--- config.mk ---
export PLATFORM = sky130hd
export DESIGN_NAME = alu_rmw_ctrl_flat
export DESIGN_NICKNAME = d
export VERILOG_FILES = /design/src/rtl/alu_rmw_ctrl_if.sv /design/src/rtl/alu_rmw_ctrl.sv /design/src/flat_wrapper.sv
export SDC_FILE = /design/constraint.sdc
export NUM_CORES = 1
export LEC_CHECK = 0
export CORE_ASPECT_RATIO = 1.25
export CORE_MARGIN = 2
export CORE_UTILIZATION = 30
export CTS_BUF_LIST = sky130_fd_sc_hd__clkbuf_4
export DETAILED_ROUTE_END_ITERATION = 8
export SLEW_MARGIN = 20
export SYNTH_ARGS = -nofsm -noshare
export SYNTH_HDL_FRONTEND = slang
export SYNTH_SLANG_ARGS = --single-unit
--- constraint.sdc ---
create_clock -name clk -period 1.7 [get_ports clk]
set_clock_uncertainty 0.05 [all_clocks]
set_input_delay 0.34 -clock clk [delete_from_list [all_inputs] [get_ports clk]]
set_output_delay 0.34 -clock clk [all_outputs]
set_load 0.02 [all_outputs]
--- src/rtl/alu_rmw_ctrl_if.sv ---
// Memory bus between the RMW controller (master) and the memory (slave).
interface alu_rmw_ctrl_if #(
  parameter int ADDR_W = 16
);
  logic [ADDR_W-1:0] mem_addr;
  logic              mem_rd;
  logic              mem_wr;
  logic [7:0]        mem_wdata;
  logic [7:0]        mem_rdata;
  logic              mem_ack;

  modport master (
    output mem_addr, mem_rd, mem_wr, mem_wdata,
    input  mem_rdata, mem_ack
  );

  modport slave (
    input  mem_addr, mem_rd, mem_wr, mem_wdata,
    output mem_rdata, mem_ack
  );
endinterface

--- src/rtl/alu_rmw_ctrl.sv ---
// 6502-style read-modify-write sequencer. It reads a byte, lets an external
// ALU shift, rotate, increment or decrement it, writes the original byte back
// (dummy write) and then writes the new byte.
module alu_rmw_ctrl #(
  parameter int ADDR_W = 16
) (
  input  logic              clk,
  input  logic              rst,
  input  logic              start,
  input  logic [2:0]        op,
  input  logic [ADDR_W-1:0] addr,
  input  logic              c_in,
  output logic              busy,
  output logic              done,
  alu_rmw_ctrl_if.master    bus,
  output logic [3:0]        alu_cmd,
  output logic              alu_ci,
  output logic [7:0]        alu_a,
  output logic [7:0]        alu_b,
  input  logic [7:0]        alu_result,
  input  logic              alu_no,
  input  logic              alu_zo,
  input  logic              alu_co,
  output logic              flag_n,
  output logic              flag_z,
  output logic              flag_c,
  output logic              flag_c_we,
  output logic [7:0]        result
);

  typedef enum logic [2:0] {
    IDLE   = 3'd0,
    READ   = 3'd1,
    MODIFY = 3'd2,
    WR_OLD = 3'd3,
    WR_NEW = 3'd4,
    DONE   = 3'd5
  } state_t;

  state_t            state_q, state_d;
  logic [2:0]        op_q;
  logic [ADDR_W-1:0] addr_q;
  logic [7:0]        opnd_q;
  logic [7:0]        result_q;
  logic              n_q, z_q, c_q;
  logic              flag_n_q, flag_z_q, flag_c_q;
  logic [3:0]        cmd_q, cmd_d;
  logic [7:0]        b_q, b_d;
  logic              ci_q, ci_d;
  logic              accept;

  // State register.
  always_ff @(posedge clk) begin
    if (rst) state_q <= IDLE;
    else     state_q <= state_d;
  end

  // Next state; mem_ack only matters in the states that drive a bus request.
  always_comb begin
    state_d = state_q;
    accept  = 1'b0;
    case (state_q)
      IDLE: begin
        if (start && (op <= 3'd5)) begin
          accept  = 1'b1;
          state_d = READ;
        end
      end
      READ:    if (bus.mem_ack) state_d = MODIFY;
      MODIFY:  state_d = WR_OLD;
      WR_OLD:  if (bus.mem_ack) state_d = WR_NEW;
      WR_NEW:  if (bus.mem_ack) state_d = DONE;
      DONE:    state_d = IDLE;
      default: state_d = IDLE;
    endcase
  end

  // ALU command decode, registered at acceptance so the ALU inputs follow the
  // latched op rather than the live op port.
  always_comb begin
    cmd_d = 4'd0;
    b_d   = 8'd0;
    ci_d  = 1'b0;
    case (op)
      3'd0: cmd_d = 4'd5;
      3'd1: cmd_d = 4'd6;
      3'd2: begin cmd_d = 4'd7; ci_d = c_in; end
      3'd3: begin cmd_d = 4'd8; ci_d = c_in; end
      3'd4: begin cmd_d = 4'd0; b_d = 8'd1; end
      3'd5: begin cmd_d = 4'd1; b_d = 8'd1; end
      default: ;
    endcase
  end

  // Datapath: request latch, operand capture, ALU capture, flag publish.
  always_ff @(posedge clk) begin
    if (rst) begin
      op_q     <= '0;
      addr_q   <= '0;
      cmd_q    <= '0;
      b_q      <= '0;
      ci_q     <= 1'b0;
      opnd_q   <= '0;
      result_q <= '0;
      n_q      <= 1'b0;
      z_q      <= 1'b0;
      c_q      <= 1'b0;
      flag_n_q <= 1'b0;
      flag_z_q <= 1'b0;
      flag_c_q <= 1'b0;
    end else begin
      if (accept) begin
        op_q   <= op;
        addr_q <= addr;
        cmd_q  <= cmd_d;
        b_q    <= b_d;
        ci_q   <= ci_d;
      end
      if (state_q == READ && bus.mem_ack) opnd_q <= bus.mem_rdata;
      if (state_q == MODIFY) begin
        result_q <= alu_result;
        n_q      <= alu_no;
        z_q      <= alu_zo;
        c_q      <= alu_co;
      end
      // Flags become visible on entry to DONE and hold until the next one.
      if (state_q == WR_NEW && bus.mem_ack) begin
        flag_n_q <= n_q;
        flag_z_q <= z_q;
        flag_c_q <= c_q;
      end
    end
  end

  // Bus outputs: read and write are decoded from disjoint states.
  always_comb begin
    bus.mem_addr  = addr_q;
    bus.mem_rd    = (state_q == READ);
    bus.mem_wr    = (state_q == WR_OLD) || (state_q == WR_NEW);
    bus.mem_wdata = 8'd0;
    if (state_q == WR_OLD) bus.mem_wdata = opnd_q;
    if (state_q == WR_NEW) bus.mem_wdata = result_q;
  end

  assign busy      = (state_q != IDLE);
  assign done      = (state_q == DONE);
  assign alu_cmd   = cmd_q;
  assign alu_b     = b_q;
  assign alu_ci    = ci_q;
  assign alu_a     = opnd_q;
  assign result    = result_q;
  assign flag_n    = flag_n_q;
  assign flag_z    = flag_z_q;
  assign flag_c    = flag_c_q;
  // Only the shifts and rotates are allowed to update the CPU carry.
  assign flag_c_we = (state_q == DONE) && (op_q < 3'd4);

endmodule
--- src/flat_wrapper.sv ---
// flat-port wrapper written by rule: the top's interface ports become plain ports
module alu_rmw_ctrl_flat 
#(
  parameter int ADDR_W = 16
)
  (clk, rst, start, op, addr, c_in, busy, done, alu_cmd, alu_ci, alu_a, alu_b, alu_result, alu_no, alu_zo, alu_co, flag_n, flag_z, flag_c, flag_c_we, result, bus_mem_addr, bus_mem_rd, bus_mem_wr, bus_mem_wdata, bus_mem_rdata, bus_mem_ack);
  alu_rmw_ctrl_if #(.ADDR_W(ADDR_W)) bus_i ();
  input  logic clk;
  input  logic rst;
  input  logic start;
  input  logic [2:0] op;
  input  logic [ADDR_W-1:0] addr;
  input  logic c_in;
  output logic busy;
  output logic done;
  output logic [3:0] alu_cmd;
  output logic alu_ci;
  output logic [7:0] alu_a;
  output logic [7:0] alu_b;
  input  logic [7:0] alu_result;
  input  logic alu_no;
  input  logic alu_zo;
  input  logic alu_co;
  output logic flag_n;
  output logic flag_z;
  output logic flag_c;
  output logic flag_c_we;
  output logic [7:0] result;
  output wire logic [$bits(bus_i.mem_addr)-1:0] bus_mem_addr;
  output wire logic [$bits(bus_i.mem_rd)-1:0] bus_mem_rd;
  output wire logic [$bits(bus_i.mem_wr)-1:0] bus_mem_wr;
  output wire logic [$bits(bus_i.mem_wdata)-1:0] bus_mem_wdata;
  input wire logic [$bits(bus_i.mem_rdata)-1:0] bus_mem_rdata;
  input wire logic [$bits(bus_i.mem_ack)-1:0] bus_mem_ack;
  assign bus_mem_addr = bus_i.mem_addr;
  assign bus_mem_rd = bus_i.mem_rd;
  assign bus_mem_wr = bus_i.mem_wr;
  assign bus_mem_wdata = bus_i.mem_wdata;
  assign bus_i.mem_rdata = bus_mem_rdata;
  assign bus_i.mem_ack = bus_mem_ack;
  alu_rmw_ctrl #(.ADDR_W(ADDR_W)) u_core (.clk(clk), .rst(rst), .start(start), .op(op), .addr(addr), .c_in(c_in), .busy(busy), .done(done), .bus(bus_i), .alu_cmd(alu_cmd), .alu_ci(alu_ci), .alu_a(alu_a), .alu_b(alu_b), .alu_result(alu_result), .alu_no(alu_no), .alu_zo(alu_zo), .alu_co(alu_co), .flag_n(flag_n), .flag_z(flag_z), .flag_c(flag_c), .flag_c_we(flag_c_we), .result(result));
endmodule
### Word level (Yosys, flattened, before mapping)

Cells that the tools add are included.

* register bits: 57

* order comparisons: 2
* equal/unequal tests: 14
* muxes and demuxes: 12
* reductions and logical operators: 11

Operators with widths (count)
* $pmux W4 S5: 1
* $mux W8: 2
* $pmux W3 S5: 1
* $eq A3 B2 Y1 const B: 4
* $eq A3 B3 Y1 const B: 4
* $mux W3: 4
* $eq A3 B1 Y1 const B: 2
* $logic_not A3 Y1: 2
* $logic_and A1 B1 Y1: 4
* $mux W1: 4
* $ne A2 B1 Y1 const B: 2
* $ne A2 B2 Y1 const B: 2
* $reduce_and A4 Y1: 1
* $reduce_or A2 Y1: 2
* $le A3 B3 Y1 const B: 1
* $lt A3 B3 Y1 const B: 1
* $reduce_bool A3 Y1: 1
* $logic_or A1 B1 Y1: 1

### Logic depth before layout (Yosys ltp)

Gate-level depths: netlist (run 1).

* word-level depth: 4
* depth in mapped cells: 6
* mapped depth without buffers: 4

### Least setup slack after synthesis (run 1)

OpenSTA, ideal clock, no wires.

* kind: register to output
* start: reg u_core.state_q[1]
* end: out bus_mem_wdata[0]
* arrival time: 1.188 ns
* required time: 1.310 ns
* slack: 0.122 ns
* stages on the path, launching flop included: 5
* buffers on the path: 2
* cell sequence: dfxtp_1 -> buf_2 -> and3b_1 -> clkbuf_1 -> a22o_1

* longest elaborated chain between the ends: 3
* elaborated cells on any way between the ends: 4

RTL lines
* from (decl): line alu_rmw_ctrl.sv:40 `state_t state_q, state_d;`
* from (signal assigned): line alu_rmw_ctrl.sv:55 `else state_q <= state_d;`
* $eq A3 B2 Y1: line alu_rmw_ctrl.sv:141 `if (state_q == WR_OLD) bus.mem_wdata = opnd_q;`
* $mux W8: line alu_rmw_ctrl.sv:141
* $mux W8 *: line alu_rmw_ctrl.sv:142 `if (state_q == WR_NEW) bus.mem_wdata = result_q;`
* to (decl): line flat_wrapper.sv:32 `output wire logic [$bits(bus_i.mem_wdata)-1:0] bus_mem_wdata;`

Every way passes the cells marked *; elsewhere a longest branch is shown, timed or not.

### Worst setup path after layout (run 1)

* start: reg u_core.state_q[0]
* end: out bus_mem_wdata[6]

The elaborated chain is that of the path after synthesis.

==> run metrics, run 1 <==
Wirelength per Cell=14.2 um; I/O pins=104; Fin. Hold Viols=0; r2r worst-path depth=7; Setup WS post-layout=-0.101 ns; drt pass-1 iters=4; PortBufs=96; Area growth, synth to finish=67.5%; # hold bufs at CTS=0; crit path DAT=1.41 ns; number of global-route vias before repair=2006; DR DRC count=0; pin count of the biggest net entering global routing=26; GPL Wtd Cong=between 0.6 and 0.7; met1 GRT Util=0.216; Syn. warnings=0; Setup violations, final=12; CP max-delay cell=dfxtp_4; Placed Area=3150 um2; crit start category=flop; Syn Inst Count=around 220; GR peak layer=met2; fin crit period=1.80 ns; Clk pin slew, worst setup/hold paths=0.15 ns; die height=95.5 um; Num CTS Buffers=5; FFs w/ async S/R, synth=0; Tot GR Track Use=0.168; ratio of cells with drive above 1 in the final layout=0.201; routed via count=2005; Max Clk Rate=0.555 GHz; met3 Usage GRT=0.0492; Tcrit/Tclk final=1.06; R2R Path Start=u_core.state_q[1]$_SDFFE_PP0P_; Clock Tree Buf Depth=2; CTS Root Cell=clkbuf_4; detailed-route wire length=6040 um; Worst Hold End=u_core.state_q[0]$_SDFFE_PP0P_; Worst path max stage delay=~0.39 ns; Lkg Pwr=0.00147 uW; met2 Track Usage GR=0.280; Core Rows=33; grt ovf=0; Hold Crit Start=rst; status=finished with violations; Post-synth top flop=dfxtp_1; most frequent cells after synthesis=dfxtp_1 (48), a21oi_1 (26), nor2_1 (24); Initial Util=0.308; Synth Register Bits=48; first-pass GRT wire length=9900 um; filler instances=about 650; post-synth top area share=0.478; failing checks=negative setup slack; post-synthesis cell type count=31; RSZ-0062 raised after global routing=true; 1st-iter DRT viols=77; Post-synth EDFFs=0; most frequent cell on the critical path=buf_6; Vias/cell=4.72; Max-Cap Viols=0; Antenna Cells=0; fin util=0.516; register area=roughly 970 um2; CP cell instances=nor3b_4, buf_6, a22o_1, buf_6; Antenna Violating Nets Remaining=0; Nets=380; endpoint class of the critical path=output port; TNS Setup=-0.919 ns; top-count cell post-synth=dfxtp_1; Pwr Total=2560 uW; flop2flop setup slack=0.01 ns; H-tree Lvls=2; DIE WIDTH=77.2 um; Fin Hold WS=0.196 ns; HPWL Detailed=between 4000 and 5000 um; CP required=about 1.3 ns; top post-synthesis cells by area=dfxtp_1 (48%), mux2i_1 (11%), a21oi_1 (6.5%), o21ai_0 (5.5%), nand3_1 (4.5%); reg2reg end=u_core.alu_cmd[1]$_SDFFE_PP0P_; Synth Cell Area=between 2000 and 2500 um2; Final Instance Area=approximately 3400 um2; max-slew violations=0; multi-input logic area=993 um2; Worst Setup SP=u_core.state_q[0]$_SDFFE_PP0P_; initial antenna violation count=0; Die Area=roughly 7400 um2; core area=6520 um2; clock sink count=48; VDD IR max=0.317 mV; CTS tree=built; register area share after synthesis=0.478; syn_area_per_cell=between 9 and 10 um2; CP max FO=5; Cell Pwr Density=762 nW/um2; Worst Hold Path Cells=3; Worst-Skew Late Latency=0.36 ns; WS Path Type=reg -> out; Worst Hold Class=in -> reg; area leader, netlist=dfxtp_1
[where the power goes]
part           switching (uW)  internal [uW]  total [uW]
Clock                     358            301         659
Combinational             341            335         677
Sequential               40.4           1190        1230
Total                     739           1820        2560
[worst max-delay path, delay by kind of cell (launching register included)]
kind	cells	cell delay, ns
flops	1	0.39
compound gates	1	0.15
buf+inv	2	0.28
simple gates	1	0.24
[metrics by stage]
step	worst slack, ns	cells
after CTS	-0.132	422
final	-0.101	425
after global placement	-0.261	405
after global routing	-0.218	425
after floorplan	0.122	227
after detailed placement	-0.302	405
[cell usage in the layout (no fill, tap or decap), types with 3 or more instances in the layout]
master           Yosys  layout
dlygate4sd2_1        0      41
o21ai_0             22      19
nand3_1             18      18
nor2_1              24      24
dfxtp_4              0       3
clkdlybuf4s50_1      0      41
buf_4                7      25
buf_6                0      16
a22o_1               8       8
clkbuf_4             0       5
o21ai_1              0       3
mux2i_1             22      22
a21oi_1             26      25
dfxtp_1             48      45
conb_1               1       7
[logic make-up (layout without fill, tap and decap cells)]
kind of cell | after synthesis | after routing | share of synthesized area
AND/OR/NAND/NOR | 62 | 63 | 0.167
AO/OA/AOI/OAI | 59 | 59 | 0.168
flip-flops | 48 | 48 | 0.478
buffers and inverters | 27 | 137 | 0.0666
multiplexers | 22 | 22 | 0.110
XOR/XNOR | 2 | 2 | 0.00872
other | 1 | 7 | 0.00187
[cell type report]
class | count | area share
Clock inverter | 3 | 0.0112
Multi-Input combinational cell | 153 | 0.295
Tap cell | 87 | 0.0323
Timing Repair Buffer | 128 | 0.360
Clock buffer | 5 | 0.0112
Inverter | 1 | 0.00112
Sequential cell | 48 | 0.289
[flip-flops by register name, indices dropped and copies added (netlist names)]
register and count:
u_core.n_q 1, u_core.flag_c 1, u_core.bus.mem_addr 16, u_core.flag_n 1, u_core.alu_cmd 4, u_core.z_q 1, u_core.alu_a 8, u_core.flag_z 1
u_core.alu_b 1, u_core.c_q 1, u_core.result 8, u_core.state_q 3, u_core.alu_ci 1, u_core.op_q 1
[routing by layer]
| layer | share of wire | wire length [um] |
|---|---|---|
| met1 | 0.45 | 2720 |
| met2 | 0.47 | 2830 |
| met3 | 0.080 | 481 |
| met4 | 0.0026 | 16 |
| met5 | 0 | 0 |
[how the worst max path moves through the flow]
stage                             to  slack, ns  cells after the start
floorplan           bus_mem_wdata[0]       0.12                      4
global placement    bus_mem_wdata[4]      -0.26                      3
detailed placement  bus_mem_wdata[0]      -0.30                      3
CTS                 bus_mem_wdata[6]      -0.13                      4
global route        bus_mem_wdata[4]      -0.22                      4
finish              bus_mem_wdata[6]      -0.10                      4
[what timing repair did]
item | 4_1_cts | 5_1_grt
gates cloned | 2 | 0
buffers inserted | 7 | 4
pin swaps | 10 | 8
gates resized for setup | 134 | 12
endpoints found under the setup margin | 55 | 42
No activity file was read; power rests on OpenSTA's default activity.
==> inputs of run 2 (changes only) <==
Settings changed: CELL_PAD_IN_SITES_DETAIL_PLACEMENT set to 0, CELL_PAD_IN_SITES_GLOBAL_PLACEMENT set to 2, DONT_BUFFER_PORTS set to 1, PLACE_DENSITY_LB_ADDON set to 0.1.
==> run 2 against run 1 <==
Highest routed layer unchanged. The run still ends with negative setup slack left. Sequential cell count unchanged. Register-to-register slack about the same. Global-route usage decreased by 1.9 points. Hold slack got worse by 0.13 ns. Combinational power decreased by 39%. Critical endpoint unchanged.
==> run metrics, run 2 (synthesis gave the netlist of run 1 again) <==
failing checks=negative setup slack; HPWL Detailed=3580 um; detailed-route wire length=about 5600 um; Place WS=0.0302 ns; DR DRC count=0; Fin. Hold Viols=0; Wirelength per Cell=17.0 um; Antenna Cells=0; flop2flop setup slack=0.02 ns; CP required=1.31 ns; Num CTS Buffers=5; Setup violations, final=12; commonest non-fill, non-tap cell in the layout=dfxtp_1; Area growth, synth to finish=23.1%; most frequent cells in the layout=dfxtp_1 (45), a21oi_1 (25), nor2_1 (24); Worst Hold Path Cells=2; CP max-delay cell=dfxtp_4; drt pass-1 iters=4; VDD IR max=0.315 mV; crit path DAT=1.42 ns; Worst Hold Class=in -> reg; Nets=281; RSZ-0062 raised after global routing=true; status=finished with violations; Clock Tree Buf Depth=2; routed via count=between 1.5k and 2k; number of global-route vias before repair=~1.7k; Core Rows=33; I/O pins=104; Layout Cells excl Fill=~330; reg2reg end=u_core.alu_a[7]$_SDFFE_PP0P_; Max-Cap Viols=0; H-tree Lvls=2; die height=95.5 um; Die Area=7370 um2; PortBufs=0; Worst Hold End=u_core.bus.mem_addr[14]$_SDFFE_PP0P_; r2r worst-path depth=7; Tcrit/Tclk final=1.07; core area=6520 um2; endpoint class of the critical path=output port; Tot GR Track Use=0.149; Cell Pwr Density=913 nW/um2; Hold Crit Start=addr[14]; R2R Path Start=u_core.state_q[1]$_SDFFE_PP0P_; max-slew violations=0; initial antenna violation count=0; Worst path max stage delay=approximately 0.37 ns; fin crit period=between 1.5 and 2 ns; CTS Root Cell=clkbuf_4; grt ovf=0; Max Clk Rate=between 0.5 and 0.6 GHz; Lkg Pwr=0.000938 uW; first-pass GRT wire length=8560 um; ratio of cells with drive above 1 in the final layout=0.255; Inst Count DP=304; Setup WS post-layout=-0.113 ns; CP max FO=5; Antenna Violating Nets Remaining=0; Clk pin slew, worst setup/hold paths=0.13 ns; GPL Wtd Cong=0.701; WS Path Type=reg -> out; 1st-iter DRT viols=61; Worst-Skew Late Latency=0.35 ns; clock sink count=48; crit start category=flop; max reg flops=16; pin count of the biggest net entering global routing=48; DIE WIDTH=77.2 um; Initial Util=0.308; CTS tree=built; Vias/cell=a little over 5; CP cell instances=buf_6, and3b_2, a22o_4
## run 2: cell count changes in the layout (fill, tap and decap cells not counted), moves of 2 or more
cell	delta
clkdlybuf4s50_1	-41
buf_8	-2
a22o_4	+8
dlygate4sd2_1	-41
buf_4	-6
o21ai_0	+3
clkbuf_4	+2
a22o_1	-8
o21ai_1	-3
buf_6	-7
## run 2: stage by stage
step                      hold slack (ns)  power (uW)  instance area, um2  TNS (ns)   util
after floorplan                     0.405        1570                2030         0      -
after global placement              0.366        1640                2140         0  0.328
after detailed placement            0.368        1650                2140         0  0.328
after CTS                          0.0368        2250                2380     -1.46  0.365
after global routing               0.0280        2400                2470     -2.35  0.379
final                              0.0651        2260                2470    -0.983  0.379
## run 2: worst max path at each step
| stage | from | endpoint | slack [ns] |
|---|---|---|---|
| 6_report | u_core.state_q[1]$_SDFFE_PP0P_ | bus_mem_wdata[6] | -0.11 |
| 3_5_place_dp | u_core.state_q[0]$_SDFFE_PP0P_ | bus_mem_wdata[6] | 0.03 |
| 5_1_grt | u_core.state_q[1]$_SDFFE_PP0P_ | bus_mem_wdata[6] | -0.19 |
| 3_3_place_gp | u_core.state_q[0]$_SDFFE_PP0P_ | bus_mem_wdata[5] | 0.11 |
| 4_1_cts | u_core.state_q[1]$_SDFFE_PP0P_ | bus_mem_wdata[6] | -0.14 |
| 2_1_floorplan | u_core.state_q[1]$_SDFFE_PP0P_ | bus_mem_wdata[0] | 0.12 |
## run 2: report_power, final
group	switching (uW)	total, uW	internal, uW
clock	343	535	192
combinational	232	414	183
sequential	121	1310	1190
total	696	2260	1560
## run 2: repair_timing
item / in CTS / in global routing
buffers inserted: 5 / 6
cloned: 2 / 0
gates resized for setup: 25 / 10
endpoints found under the setup margin: 12 / 14
hold buffers: 1 / 0
pin swaps: 11 / 5
endpoints found under the hold margin: 47 / 0
## run 2: critical path: cells and delay by family (launching register included)
kind,cells,cell delay [ns]
simple gates,1,0.27
flops,1,0.37
compound gates,1,0.31
buf+inv,1,0.12
## run 2: layout make-up
cell class,count,area (um2)
tap,87,109
fill,709,4050
multi-input combinational,153,1070
sequential,48,972
clock inverter,1,3.75
clock buffer,7,52.6
inverter,1,3.75
timing repair buffer,29,264
## run 2: routing by layer
metal | wire length, um | global-route usage | vias up | part of all wire
li1 | - | - | 804 | -
met2 | 2930 | 0.275 | 79 | 0.53
met3 | 417 | 0.0530 | 8 | 0.075
met4 | 74 | 0.0476 | 0 | 0.013
met1 | 2130 | 0.158 | 779 | 0.38
met5 | 0 | 0 | - | 0
==> inputs of run 3 (changes only) <==
Settings changed: HOLD_SLACK_MARGIN set to 0.05, PLACE_DENSITY set to 0.78, PLACE_DENSITY_LB_ADDON 0.1 to unset.
==> run 3 against run 2 <==
The run still ends with negative setup slack left. Wire length is 2.5% lower. Cell count is 7.4% higher. Utilization is 4.1 points higher. Worst setup slack better by 0.0065 ns. First-iteration DRC count is 26% lower. Fmax is 0.36% higher. Total power is 3.6% higher. Largest cell class unchanged.
==> run metrics, run 3 (synthesis gave the netlist of run 1 again) <==
detailed-route wire length=5410 um; filler instances=663; WS Path Type=reg -> out; die height=95.5 um; max reg flops=16; Switching Fraction=0.319; RSZ-0062 raised after global routing=true; commonest non-fill, non-tap cell in the layout=dfxtp_1; GPL Wtd Cong=0.685; Die Area=7370 um2; PortBufs=0; Max-Cap Viols=0; critical path depth=4; I/O pins=104; crit path DAT=1.42 ns; 1st-iter DRT viols=between 40 and 50; VDD IR max=0.461 mV; Worst Hold Path Cells=2; Clock Tree Buf Depth=2; r2r worst-path depth=7; failing checks=negative setup slack; Num CTS Buffers=5; Setup WS post-layout=-0.107 ns; Fin Hold WS=0.0653 ns; fin util=0.421; Worst Hold Class=in -> reg; pin count of the biggest net entering global routing=49; CP cell instances=buf_8, nor3b_4, buf_6, a22o_4; CP bufs+invs=2; clock group share of total power=0.236; Wirelength per Cell=15.5 um; max-slew violations=0; ratio of cells with drive above 1 in the final layout=0.221; most frequent cells in the layout=dfxtp_1 (45), dlygate4sd3_1 (27), a21oi_1 (25); Reg power frac=0.557; Worst path max stage delay=0.36 ns; crit start category=flop; fin crit period=1.81 ns; Antenna Violating Nets Remaining=0; Tot GR Track Use=0.142; core area=6520 um2; Max Clk Rate=0.554 GHz; Core Rows=33; clock sink count=48; number of global-route vias before repair=1725; DIE WIDTH=between 70 and 80 um; grt ovf=0; CTS tree=built; CP max FO=8; first-pass GRT wire length=8430 um; Setup violations, final=13; P_sw=746 uW; Initial Util=0.308; flop2flop setup slack=-0.02 ns; Antenna Cells=0; H-tree Lvls=2; Place WS=0.171 ns; DR DRC count=0; Layout Cells excl Fill=350; status=finished with violations; CP max-delay cell=dfxtp_2; CP required=1.31 ns; Inst Count DP=between 300 and 400; routed via count=between 1.5k and 2k; initial antenna violation count=0; Top Family by Delay on Critical Path=flip-flops; TNS Setup=-1.01 ns; Fin. Hold Viols=0; Cell Pwr Density=roughly 850 nW/um2; Tcrit/Tclk final=1.06; combinational share of power=0.207; endpoint class of the critical path=output port; Nets=approximately 310; HPWL Detailed=3320 um; Area growth, synth to finish=36.6%; Clk pin slew, worst setup/hold paths=0.16 ns; Worst-Skew Late Latency=0.37 ns; Vias/cell=5.01; Int Power=1600 uW; Lkg Pwr=0.00104 uW; CTS Root Cell=clkbuf_4; drt pass-1 iters=4
[run 3: timing repair]
action                     4_1_cts  5_1_grt
setup endpoints to repair       13       16
buffers inserted                 6        3
hold buffers                    25        4
cloned                           2        0
pin swaps                        4        9
gates resized for setup         25       10
hold endpoints to repair        48        4
[run 3: layout make-up]
type | count | area [um2] | share of cell area
Clock inverter | 3 | 23.8 | 0.00866
Multi-Input combinational cell | 152 | 1050 | 0.382
Timing Repair Buffer | 54 | 556 | 0.202
Inverter | 1 | 3.75 | 0.00137
Clock buffer | 5 | 37.5 | 0.0137
Tap cell | 87 | 109 | 0.0397
Sequential cell | 48 | 967 | 0.352
[run 3: path summary, 6_finish.rpt]
path	start	end
worst max-delay path	u_core.state_q[0]$_SDFFE_PP0P_	bus_mem_wdata[4]
worst min register to register	u_core.op_q[2]$_SDFFE_PP0P_	u_core.op_q[2]$_SDFFE_PP0P_
worst min-delay path	bus_mem_ack	u_core.state_q[2]$_SDFFE_PP0P_
worst max register to register	u_core.state_q[1]$_SDFFE_PP0P_	u_core.alu_cmd[1]$_SDFFE_PP0P_
[run 3: routing by layer]
layer / GRT usage / share of wire / wire length (um) / vias to the layer above
met2: 0.254 / 0.50 / 2690 / 78
met3: 0.0473 / 0.073 / 395 / 6
li1: - / - / - / 854
met1: 0.165 / 0.42 / 2270 / 814
met4: 0.0357 / 0.011 / 57 / 0
met5: 0 / 0 / 0 / -
[run 3: worst register-to-register path, cell delays in order (launching register included)]
cell and delay, ns:
dfxtp_2 0.36, buf_6 0.13, buf_6 0.12, nor3_4 0.17, inv_2 0.07, buf_6 0.12, or4_4 0.50, a21oi_2 0.14
[run 3: power by group through the flow]
stage	combinational, uW	sequential, uW	clock (uW)
2_1_floorplan	265	1310	0
3_3_place_gp	314	1320	0
3_5_place_dp	321	1320	0
4_1_cts	458	1300	595
5_1_grt	531	1310	637
6_report	484	1300	553
[run 3: through the flow]
stage	power [uW]	area (um2)
after detailed placement	1640	2140
final	2340	2740
after floorplan	1570	2030
after global placement	1640	2140
after global routing	2480	2740
after CTS	2360	2660
